$ cat src/rtl/alu_access_arbiter_if.sv
// alu_access_arbiter_if
// Groups the two request channels, the response channel and the ALU drive
// signals of the ALU access arbiter.
//   master : the environment (requesters, response consumer, the ALU itself)
//   slave  : the arbiter
interface alu_access_arbiter_if;
  // Requester 0
  logic        Req0Valid;
  logic        Req0Ready;
  logic [15:0] Req0A;
  logic [15:0] Req0B;
  logic [4:0]  Req0FunSel;
  logic        Req0WF;
  // Requester 1
  logic        Req1Valid;
  logic        Req1Ready;
  logic [15:0] Req1A;
  logic [15:0] Req1B;
  logic [4:0]  Req1FunSel;
  logic        Req1WF;
  // Response channel
  logic        RspValid;
  logic        RspReady;
  logic        RspId;
  logic [15:0] RspResult;
  logic [3:0]  RspFlags;
  // ALU ports
  logic [15:0] AluA;
  logic [15:0] AluB;
  logic [4:0]  AluFunSel;
  logic        AluWF;
  logic [15:0] AluOut;
  logic [3:0]  AluFlags;

  modport master (
    output Req0Valid, Req0A, Req0B, Req0FunSel, Req0WF,
    input  Req0Ready,
    output Req1Valid, Req1A, Req1B, Req1FunSel, Req1WF,
    input  Req1Ready,
    input  RspValid, RspId, RspResult, RspFlags,
    output RspReady,
    input  AluA, AluB, AluFunSel, AluWF,
    output AluOut, AluFlags
  );

  modport slave (
    input  Req0Valid, Req0A, Req0B, Req0FunSel, Req0WF,
    output Req0Ready,
    input  Req1Valid, Req1A, Req1B, Req1FunSel, Req1WF,
    output Req1Ready,
    output RspValid, RspId, RspResult, RspFlags,
    input  RspReady,
    output AluA, AluB, AluFunSel, AluWF,
    input  AluOut, AluFlags
  );
endinterface

$ cat src/rtl/alu_access_arbiter.sv
// alu_access_arbiter
// Shares one registered ALU between two requesters. One operation at a time:
// IDLE (grant/accept) -> EXEC (ALU driven, flags may be written) -> WAIT
// (ALU result settles, captured) -> RESP (held until the consumer takes it).
// Outside EXEC the ALU sees a harmless pattern with WF low, so the ALU flags
// advance exactly once per accepted operation.
//
// Build option:
//   ALU_ARB_ROUND_ROBIN_EN  defined   -> round-robin between the requesters
//                           undefined -> fixed priority, requester 0 first
`default_nettype none

module alu_access_arbiter (
  input  logic                 Clock,
  input  logic                 Reset,
  alu_access_arbiter_if.slave  bus
);

  localparam int DATA_W = 16;
  localparam int FS_W   = 5;
  localparam int FLAG_W = 4;

  // Pass-A, 16-bit: harmless with WF low
  localparam logic [FS_W-1:0] SAFE_FUNSEL = 5'b10000;

  typedef enum logic [1:0] {
    IDLE = 2'd0,
    EXEC = 2'd1,
    WAIT = 2'd2,
    RESP = 2'd3
  } state_t;

  state_t              state_q;

  // ALU drive registers; they also act as the latched operation
  logic [DATA_W-1:0]   alu_a_q;
  logic [DATA_W-1:0]   alu_b_q;
  logic [FS_W-1:0]     alu_fs_q;
  logic                alu_wf_q;
  logic                id_q;

  // Response registers
  logic                rsp_valid_q;
  logic                rsp_id_q;
  logic [DATA_W-1:0]   rsp_result_q;
  logic [FLAG_W-1:0]   rsp_flags_q;

  // Arbitration
  logic                grant0;
  logic                grant1;
  logic                accept;

  // Operation of the granted requester
  logic [DATA_W-1:0]   sel_a;
  logic [DATA_W-1:0]   sel_b;
  logic [FS_W-1:0]     sel_fs;
  logic                sel_wf;

`ifdef ALU_ARB_ROUND_ROBIN_EN
  // Last requester granted; reset to 1 so requester 0 is favoured first
  logic                last_grant_q;
`endif

  // Grant at most one requester, only in IDLE and never while reset is applied
  always_comb begin
    grant0 = 1'b0;
    grant1 = 1'b0;
    if ((state_q == IDLE) && !Reset) begin
`ifdef ALU_ARB_ROUND_ROBIN_EN
      if (bus.Req0Valid && bus.Req1Valid) begin
        grant0 = last_grant_q;
        grant1 = !last_grant_q;
      end else begin
        grant0 = bus.Req0Valid;
        grant1 = bus.Req1Valid;
      end
`else
      grant0 = bus.Req0Valid;
      grant1 = bus.Req1Valid && !bus.Req0Valid;
`endif
    end
  end

  assign accept        = grant0 | grant1;
  assign bus.Req0Ready = grant0;
  assign bus.Req1Ready = grant1;

  // Select the operation fields of whichever requester is granted
  always_comb begin
    sel_a  = bus.Req0A;
    sel_b  = bus.Req0B;
    sel_fs = bus.Req0FunSel;
    sel_wf = bus.Req0WF;
    if (grant1) begin
      sel_a  = bus.Req1A;
      sel_b  = bus.Req1B;
      sel_fs = bus.Req1FunSel;
      sel_wf = bus.Req1WF;
    end
  end

  // Operation sequencer: accept, drive ALU for one clock, capture, respond
  always_ff @(posedge Clock) begin
    if (Reset) begin
      state_q      <= IDLE;
      alu_a_q      <= '0;
      alu_b_q      <= '0;
      alu_fs_q     <= SAFE_FUNSEL;
      alu_wf_q     <= 1'b0;
      id_q         <= 1'b0;
      rsp_valid_q  <= 1'b0;
      rsp_id_q     <= 1'b0;
      rsp_result_q <= '0;
      rsp_flags_q  <= '0;
    end else begin
      case (state_q)
        IDLE: begin
          if (accept) begin
            alu_a_q  <= sel_a;
            alu_b_q  <= sel_b;
            alu_fs_q <= sel_fs;
            alu_wf_q <= sel_wf;
            id_q     <= grant1;
            state_q  <= EXEC;
          end
        end
        EXEC: begin
          // ALU executes at this edge; return it to the safe pattern
          alu_a_q  <= '0;
          alu_b_q  <= '0;
          alu_fs_q <= SAFE_FUNSEL;
          alu_wf_q <= 1'b0;
          state_q  <= WAIT;
        end
        WAIT: begin
          // ALU outputs now hold this operation's result
          rsp_result_q <= bus.AluOut;
          rsp_flags_q  <= bus.AluFlags;
          rsp_id_q     <= id_q;
          rsp_valid_q  <= 1'b1;
          state_q      <= RESP;
        end
        RESP: begin
          if (bus.RspReady) begin
            rsp_valid_q <= 1'b0;
            state_q     <= IDLE;
          end
        end
        default: begin
          state_q <= IDLE;
        end
      endcase
    end
  end

`ifdef ALU_ARB_ROUND_ROBIN_EN
  // Remember who was granted last so the other one wins a tie next time
  always_ff @(posedge Clock) begin
    if (Reset) begin
      last_grant_q <= 1'b1;
    end else if (accept) begin
      last_grant_q <= grant1;
    end
  end
`endif

  assign bus.AluA      = alu_a_q;
  assign bus.AluB      = alu_b_q;
  assign bus.AluFunSel = alu_fs_q;
  assign bus.AluWF     = alu_wf_q;

  assign bus.RspValid  = rsp_valid_q;
  assign bus.RspId     = rsp_id_q;
  assign bus.RspResult = rsp_result_q;
  assign bus.RspFlags  = rsp_flags_q;

endmodule

`default_nettype wire

$ cat src/flat_wrapper.sv
// flat-port wrapper written by rule: the top's interface ports become plain ports
module alu_access_arbiter_flat 
  (Clock, Reset, bus_Req0Valid, bus_Req0A, bus_Req0B, bus_Req0FunSel, bus_Req0WF, bus_Req0Ready, bus_Req1Valid, bus_Req1A, bus_Req1B, bus_Req1FunSel, bus_Req1WF, bus_Req1Ready, bus_RspValid, bus_RspId, bus_RspResult, bus_RspFlags, bus_RspReady, bus_AluA, bus_AluB, bus_AluFunSel, bus_AluWF, bus_AluOut, bus_AluFlags);
  alu_access_arbiter_if bus_i ();
  input  logic Clock;
  input  logic Reset;
  input wire logic [$bits(bus_i.Req0Valid)-1:0] bus_Req0Valid;
  input wire logic [$bits(bus_i.Req0A)-1:0] bus_Req0A;
  input wire logic [$bits(bus_i.Req0B)-1:0] bus_Req0B;
  input wire logic [$bits(bus_i.Req0FunSel)-1:0] bus_Req0FunSel;
  input wire logic [$bits(bus_i.Req0WF)-1:0] bus_Req0WF;
  output wire logic [$bits(bus_i.Req0Ready)-1:0] bus_Req0Ready;
  input wire logic [$bits(bus_i.Req1Valid)-1:0] bus_Req1Valid;
  input wire logic [$bits(bus_i.Req1A)-1:0] bus_Req1A;
  input wire logic [$bits(bus_i.Req1B)-1:0] bus_Req1B;
  input wire logic [$bits(bus_i.Req1FunSel)-1:0] bus_Req1FunSel;
  input wire logic [$bits(bus_i.Req1WF)-1:0] bus_Req1WF;
  output wire logic [$bits(bus_i.Req1Ready)-1:0] bus_Req1Ready;
  output wire logic [$bits(bus_i.RspValid)-1:0] bus_RspValid;
  output wire logic [$bits(bus_i.RspId)-1:0] bus_RspId;
  output wire logic [$bits(bus_i.RspResult)-1:0] bus_RspResult;
  output wire logic [$bits(bus_i.RspFlags)-1:0] bus_RspFlags;
  input wire logic [$bits(bus_i.RspReady)-1:0] bus_RspReady;
  output wire logic [$bits(bus_i.AluA)-1:0] bus_AluA;
  output wire logic [$bits(bus_i.AluB)-1:0] bus_AluB;
  output wire logic [$bits(bus_i.AluFunSel)-1:0] bus_AluFunSel;
  output wire logic [$bits(bus_i.AluWF)-1:0] bus_AluWF;
  input wire logic [$bits(bus_i.AluOut)-1:0] bus_AluOut;
  input wire logic [$bits(bus_i.AluFlags)-1:0] bus_AluFlags;
  assign bus_i.Req0Valid = bus_Req0Valid;
  assign bus_i.Req0A = bus_Req0A;
  assign bus_i.Req0B = bus_Req0B;
  assign bus_i.Req0FunSel = bus_Req0FunSel;
  assign bus_i.Req0WF = bus_Req0WF;
  assign bus_Req0Ready = bus_i.Req0Ready;
  assign bus_i.Req1Valid = bus_Req1Valid;
  assign bus_i.Req1A = bus_Req1A;
  assign bus_i.Req1B = bus_Req1B;
  assign bus_i.Req1FunSel = bus_Req1FunSel;
  assign bus_i.Req1WF = bus_Req1WF;
  assign bus_Req1Ready = bus_i.Req1Ready;
  assign bus_RspValid = bus_i.RspValid;
  assign bus_RspId = bus_i.RspId;
  assign bus_RspResult = bus_i.RspResult;
  assign bus_RspFlags = bus_i.RspFlags;
  assign bus_i.RspReady = bus_RspReady;
  assign bus_AluA = bus_i.AluA;
  assign bus_AluB = bus_i.AluB;
  assign bus_AluFunSel = bus_i.AluFunSel;
  assign bus_AluWF = bus_i.AluWF;
  assign bus_i.AluOut = bus_AluOut;
  assign bus_i.AluFlags = bus_AluFlags;
  alu_access_arbiter u_core (.Clock(Clock), .Reset(Reset), .bus(bus_i));
endmodule
$ cat config.mk
export PLATFORM = sky130hd
export DESIGN_NAME = alu_access_arbiter_flat
export DESIGN_NICKNAME = d
export VERILOG_FILES = /design/src/rtl/alu_access_arbiter_if.sv /design/src/rtl/alu_access_arbiter.sv /design/src/flat_wrapper.sv
export SDC_FILE = /design/constraint.sdc
export NUM_CORES = 1
export LEC_CHECK = 0
export CELL_PAD_IN_SITES_DETAIL_PLACEMENT = 2
export CELL_PAD_IN_SITES_GLOBAL_PLACEMENT = 2
export CORE_ASPECT_RATIO = 1.25
export CORE_MARGIN = 3
export CORE_UTILIZATION = 20
export DETAILED_ROUTE_END_ITERATION = 8
export GPL_ROUTABILITY_DRIVEN = 0
export PLACE_DENSITY_LB_ADDON = 0.1
export SLEW_MARGIN = 20
export SYNTH_ARGS = -nofsm -noshare
export SYNTH_HDL_FRONTEND = slang
export SYNTH_SLANG_ARGS = --single-unit
$ cat constraint.sdc
create_clock -name Clock -period 1.9 [get_ports Clock]
set_input_delay 0.19 -clock Clock [delete_from_list [all_inputs] [get_ports Clock]]
set_output_delay 0.19 -clock Clock [all_outputs]
set_load 0.1 [all_outputs]
* After elaboration in Yosys (flattened, before gate mapping) *
Cells that the tools add are included.

storage, ports and cells
  input bits = 101
  word-level logic and storage cells = 46
  register bits after elaboration = 63

cells by class
  reduce and logical (&&, ||, !) cells = 11
  bitwise logic cells = 1
  equal/unequal tests = 5
  multiplexer cells = 19

operators with widths
  kind                                                  count
  2-to-1 mux 16 bit                                     4
  case mux 16 bit (2 select lines)                      2
  2-to-1 mux 5 bit                                      2
  case mux 5 bit (2 select lines)                       1
  case mux 2 bit (4 select lines)                       1
  AND reduction 2 bit                                   4
  2-to-1 mux 1 bit                                      5
  equality test 2 bit (second input constant)           2
  2-to-1 mux 2 bit                                      2
  case mux 1 bit (2 select lines)                       2
  nonzero test 2 bit                                    2
  equality test 2 x 1 -> 1 bit (second input constant)  1
  logical AND 1 bit                                     2
  logical NOT 1 bit                                     2
  logical NOT 2 bit                                     1
  != test 2 x 1 -> 1 bit (second input constant)        1
  != test 2 bit (second input constant)                 1
  bitwise OR 1 bit                                      1

* Logic depth before layout (Yosys ltp) *
  word-level depth = 6
  depth in mapped cells = 7
  depth with buffers taken out = 5

* Worst setup path before layout *
No wires, ideal clock.

  path kind = register to register
  start point = register u_core.state_q[0]
  end point = register u_core.alu_fs_q[4] (netlist: u_core.bus.AluFunSel[4])
  period minus slack after synthesis = 4167 ps
  library setup time = 125 ps
  arrival time = 4042 ps
  cell stages (with the launch flop) = 6
  data required time = 1775 ps
  slack = -2267 ps
  path through = dfxtp_1 > inv_1 > ha_1 > nor4bb_1 > o221ai_1 > a21boi_0

between the ends
  cells in the longest elaborated chain, start to end = 6
  elaborated cells on any way between the ends = 12
  classes of those cells = eq/ne: 2; mux: 5; bitwise: 1; reduce/logical: 4

RTL lines
  element                                                                 RTL line                                            source
  start: declaration                                                      alu_access_arbiter.sv:33                            state_t state_q;
  start signal: assignment                                                alu_access_arbiter.sv:105                           state_q <= IDLE;
  start signal: assignment                                                alu_access_arbiter.sv:124                           state_q <= EXEC;
  start signal: assignment                                                alu_access_arbiter.sv:133                           state_q <= WAIT;
  logical NOT 2 bit *                                                     alu_access_arbiter.sv:68                            if ((state_q == IDLE) && !Reset) begin
  logical AND 1 bit *                                                     alu_access_arbiter.sv:68
  2-to-1 mux 1 bit *                                                      alu_access_arbiter.sv:68
  named net bus_Req1Ready                                                 flat_wrapper.sv:18                                  output wire logic [$bits(bus_i.Req1Ready)-1:0] bus_Req1Ready;
  2-to-1 mux 5 bit or bitwise OR 1 bit (tied branches)                    alu_access_arbiter.sv:94, alu_access_arbiter.sv:84
  2-to-1 mux 5 bit or != test 2 x 1 -> 1 bit (tied branches)              -
  case mux 5 bit (2 select lines) or AND reduction 2 bit (tied branches)  -
  end signal: assignment                                                  alu_access_arbiter.sv:121                           alu_fs_q <= sel_fs;
  end: declaration                                                        alu_access_arbiter.sv:38                            logic [FS_W-1:0] alu_fs_q;

Mark *: on every way through the listed nets, which the timed path passes. The rest lies on a longest branch. The select of a mux whose other input is x is not followed.
A chain may end at the register's enable or synchronous reset.

* Final worst setup path *
  start point = input port bus_Req0Valid
  end point = output port bus_Req1Ready

between the ends
  cells in the longest elaborated chain, start to end = 3

RTL lines
  element             RTL line                  source
  start: declaration  flat_wrapper.sv:7         input wire logic [$bits(bus_i.Req0Valid)-1:0] bus_Req0Valid;
  logical NOT 1 bit   alu_access_arbiter.sv:79  grant1 = bus.Req1Valid && !bus.Req0Valid;
  logical AND 1 bit   alu_access_arbiter.sv:79
  2-to-1 mux 1 bit    alu_access_arbiter.sv:68
  end: declaration    flat_wrapper.sv:18

Every way passes these cells.

==> flow_summary.yaml <==
setup_path:
  required_ps: 1710
  reg2reg_depth: 6
  worst_setup_path_start_kind: "input pin"
  r2r-start: "u_core.state_q[0]"
  critPathKind: "input pin to output port"
  crit_path_end: "bus_Req1Ready"
  path_max_fanout: 17
  end_kind: "output port"
  critPathLaunch: "bus_Req0Valid"
  r2r_end: "u_core.bus.AluB[13]"
  r2r_slack_ps: 260
  arrival_ps: 1490
drt:
  first_pass_iters: 4
  vias: 2508
  drtIter0Drc: 47
  drtAntennaViolNets: 0
  drt_wl_total_um: 9540
  via_per_inst: 4.42
  wire_per_inst_um: 16.8
  drc: 0
cts:
  clock-sinks: 63
  post_cts_buffers: 0
  holdBufCountCts: 0
  clkLatencyLatePin_ps: 320
  path_clk_slew_ps: 50
  htreeDepth: 3
  post_cts_resized: 0
  cts_tree: "done"
  clk_path_buf_depth: 2
  root_buffer: "clkbuf_16"
  cts_buffers: 9
finish:
  drive_gt1_share_pct: 24.6
  n_antenna_cell: 0
  fill_cells: 1385
  final_util_pct: 37.2
  fin_area_um2: 4560
  final_cell_mix: "100 x clkdlybuf4s50_1, 69 x buf_4, 61 x dfxtp_1, 37 x and3_1, 37 x a221o_1"
  layout.cells.most_common: "clkdlybuf4s50_1"
  area_growth_pct: 80.5
  layout.nets: 504
synth:
  syn_area_um2: 2530
  ys_seq_area_share_pct: 49.9
  ys_seq_elements: 63
  syn_avg_cell_area_um2: 10.7
  synth_top_area_share_pct: 49.9
  yosysUniqueCellTypes: 29
  syn_inst: 235
  synth_nets: 341
  synth_largest_area_cell: "dfxtp_1"
  synth.area.top_cells: "dfxtp_1 50%, a221o_1 15%, and3_1 9.2%"
  ys_warn_count: 0
timing:
  relSlewSlack_pct: 73.4
  hold_viol: 0
  max_freq_mhz: 596
  report.final.slew_viol_count: 0
  hold_ws_ps: 459
  fin_crit_ps: 1680
  rsz0062_at_grt: "no"
  fin_ws_ps: 221
  max_slew.worst_pin.slew_ps: 399
  skew_ps: 6.04
  finalCritPeriodShare_pct: 88.4
  finalSetupViolations: 0
power_and_ir_drop:
  p_per_area_nw_per_um2: 1580
  ir_drop_uv: 579
  leakage_uw: 0.00202
run:
  max_cap_viol_count: 0
floorplanning:
  ios: 163
  fp.dieW_um: 107
  row_count: 45
  fp.coreArea_um2: 12300
  die_height_um: 132
  start_util_pct: 20.6
  die_area_um2: 14000
global_route:
  overflow: 0
  grt_util_all_layers_pct: 13.3
  grt_max_degree: 25
  grt_antenna_before_repair: 0
  first_global_vias: 2765
  grt_first_pass_wirelength_um: 14600
worst_hold_path:
  hp-class: "register to register"
placed_design:
  hpwl_um: 7320
  place_ws_ps: 130
  portBuffers: 162
  postPlaceCellArea_um2: 4270
outcome:
  status: "completed"
## per-stage QoR
stage	std cells	total power (uW)	setup TNS, ps
4_1_cts	567	7330	0
6_report	567	7200	0
3_5_place_dp	551	5680	0
3_3_place_gp	551	5620	0
2_1_floorplan	235	4640	-272
5_1_grt	567	7540	0
## worst max-delay path: stages
cell             delay [ps]
clkdlybuf4s50_1         460
buf_4                   220
nor4bb_4                380
buf_12                  220
## where the power goes
group / internal [uW] / total, uW / switching, uW / leakage [uW]
clock: 1010 / 1600 / 593 / 0.000142
sequential: 1630 / 1810 / 180 / 0.000515
combinational: 1060 / 3790 / 2730 / 0.00136
## cell usage after synthesis
master / n
a21boi_0: 1
a21oi_1: 3
a21oi_4: 1
a221o_1: 37
and3_1: 37
and3b_1: 2
buf_1: 1
buf_2: 8
buf_6: 3
clkbuf_1: 9
clkbuf_2: 1
dfxtp_1: 63
ha_1: 5
inv_1: 4
mux2i_1: 21
nand2_1: 1
nand2b_1: 1
nand3b_1: 1
nor2_1: 23
nor2b_1: 3
nor3b_1: 1
nor3b_2: 1
nor4bb_1: 1
o21ai_0: 2
o21bai_1: 1
o221ai_1: 1
or2_2: 1
or3_1: 1
or3b_4: 1
## cells by family (layout without fill, tap and decap cells)
logic type / Yosys count / in the layout / share of synthesized area, %
adders and majority gates: 5 / 5 / 2.48
buffers and inverters: 26 / 194 / 5.20
AOI/OAI and AO/OA: 46 / 46 / 17.2
and+or+nand+nor: 74 / 74 / 16.8
muxes: 21 / 21 / 8.32
DFF: 63 / 63 / 49.9
## metal layers
metal	wire length [um]	global-route usage, %	vias to the layer above
met3	942	4.96	15
li1	-	-	1201
met2	4630	22.8	119
met1	3730	14.2	1173
met5	0	0	-
met4	243	6.75	0
## registers in the layout, indices dropped and copies added (netlist names)
| register | count |
|---|---|
| u_core.bus.RspValid | 1 |
| u_core.bus.AluB | 16 |
| u_core.bus.RspId | 1 |
| u_core.bus.RspResult | 16 |
| u_core.id_q | 1 |
| u_core.state_q | 2 |
| u_core.bus.RspFlags | 4 |
| u_core.bus.AluA | 16 |
| u_core.bus.AluWF | 1 |
| u_core.bus.AluFunSel | 5 |
## how the worst min path moves through the flow
| stage | startpoint | endpoint | slack, ps | cells after the start |
|---|---|---|---|---|
| floorplan | bus_Req1A[0] | u_core.bus.AluA[0] | 330 | 1 |
| global placement | u_core.bus.AluFunSel[4] | u_core.bus.AluFunSel[4] | 460 | 2 |
| detailed placement | u_core.bus.AluFunSel[4] | u_core.bus.AluFunSel[4] | 460 | 2 |
| CTS | bus_Req1A[10] | u_core.bus.AluA[10] | 460 | 2 |
| global route | bus_Req1FunSel[0] | u_core.bus.AluFunSel[0] | 470 | 2 |
| finish | u_core.bus.AluFunSel[4] | u_core.bus.AluFunSel[4] | 460 | 2 |
## final cells by class
cell class / instances / area [um2] / share of cell area [%]
multi-input combinational: 146 / 1170 / 25.6
inverter: 4 / 15.0 / 0.329
sequential: 63 / 1260 / 27.7
clock buffer: 10 / 229 / 5.02
clock inverter: 6 / 61.3 / 1.34
timing repair buffer: 174 / 1620 / 35.5
tap: 164 / 205 / 4.50
Note: power is estimated with default switching activity, not from simulation.
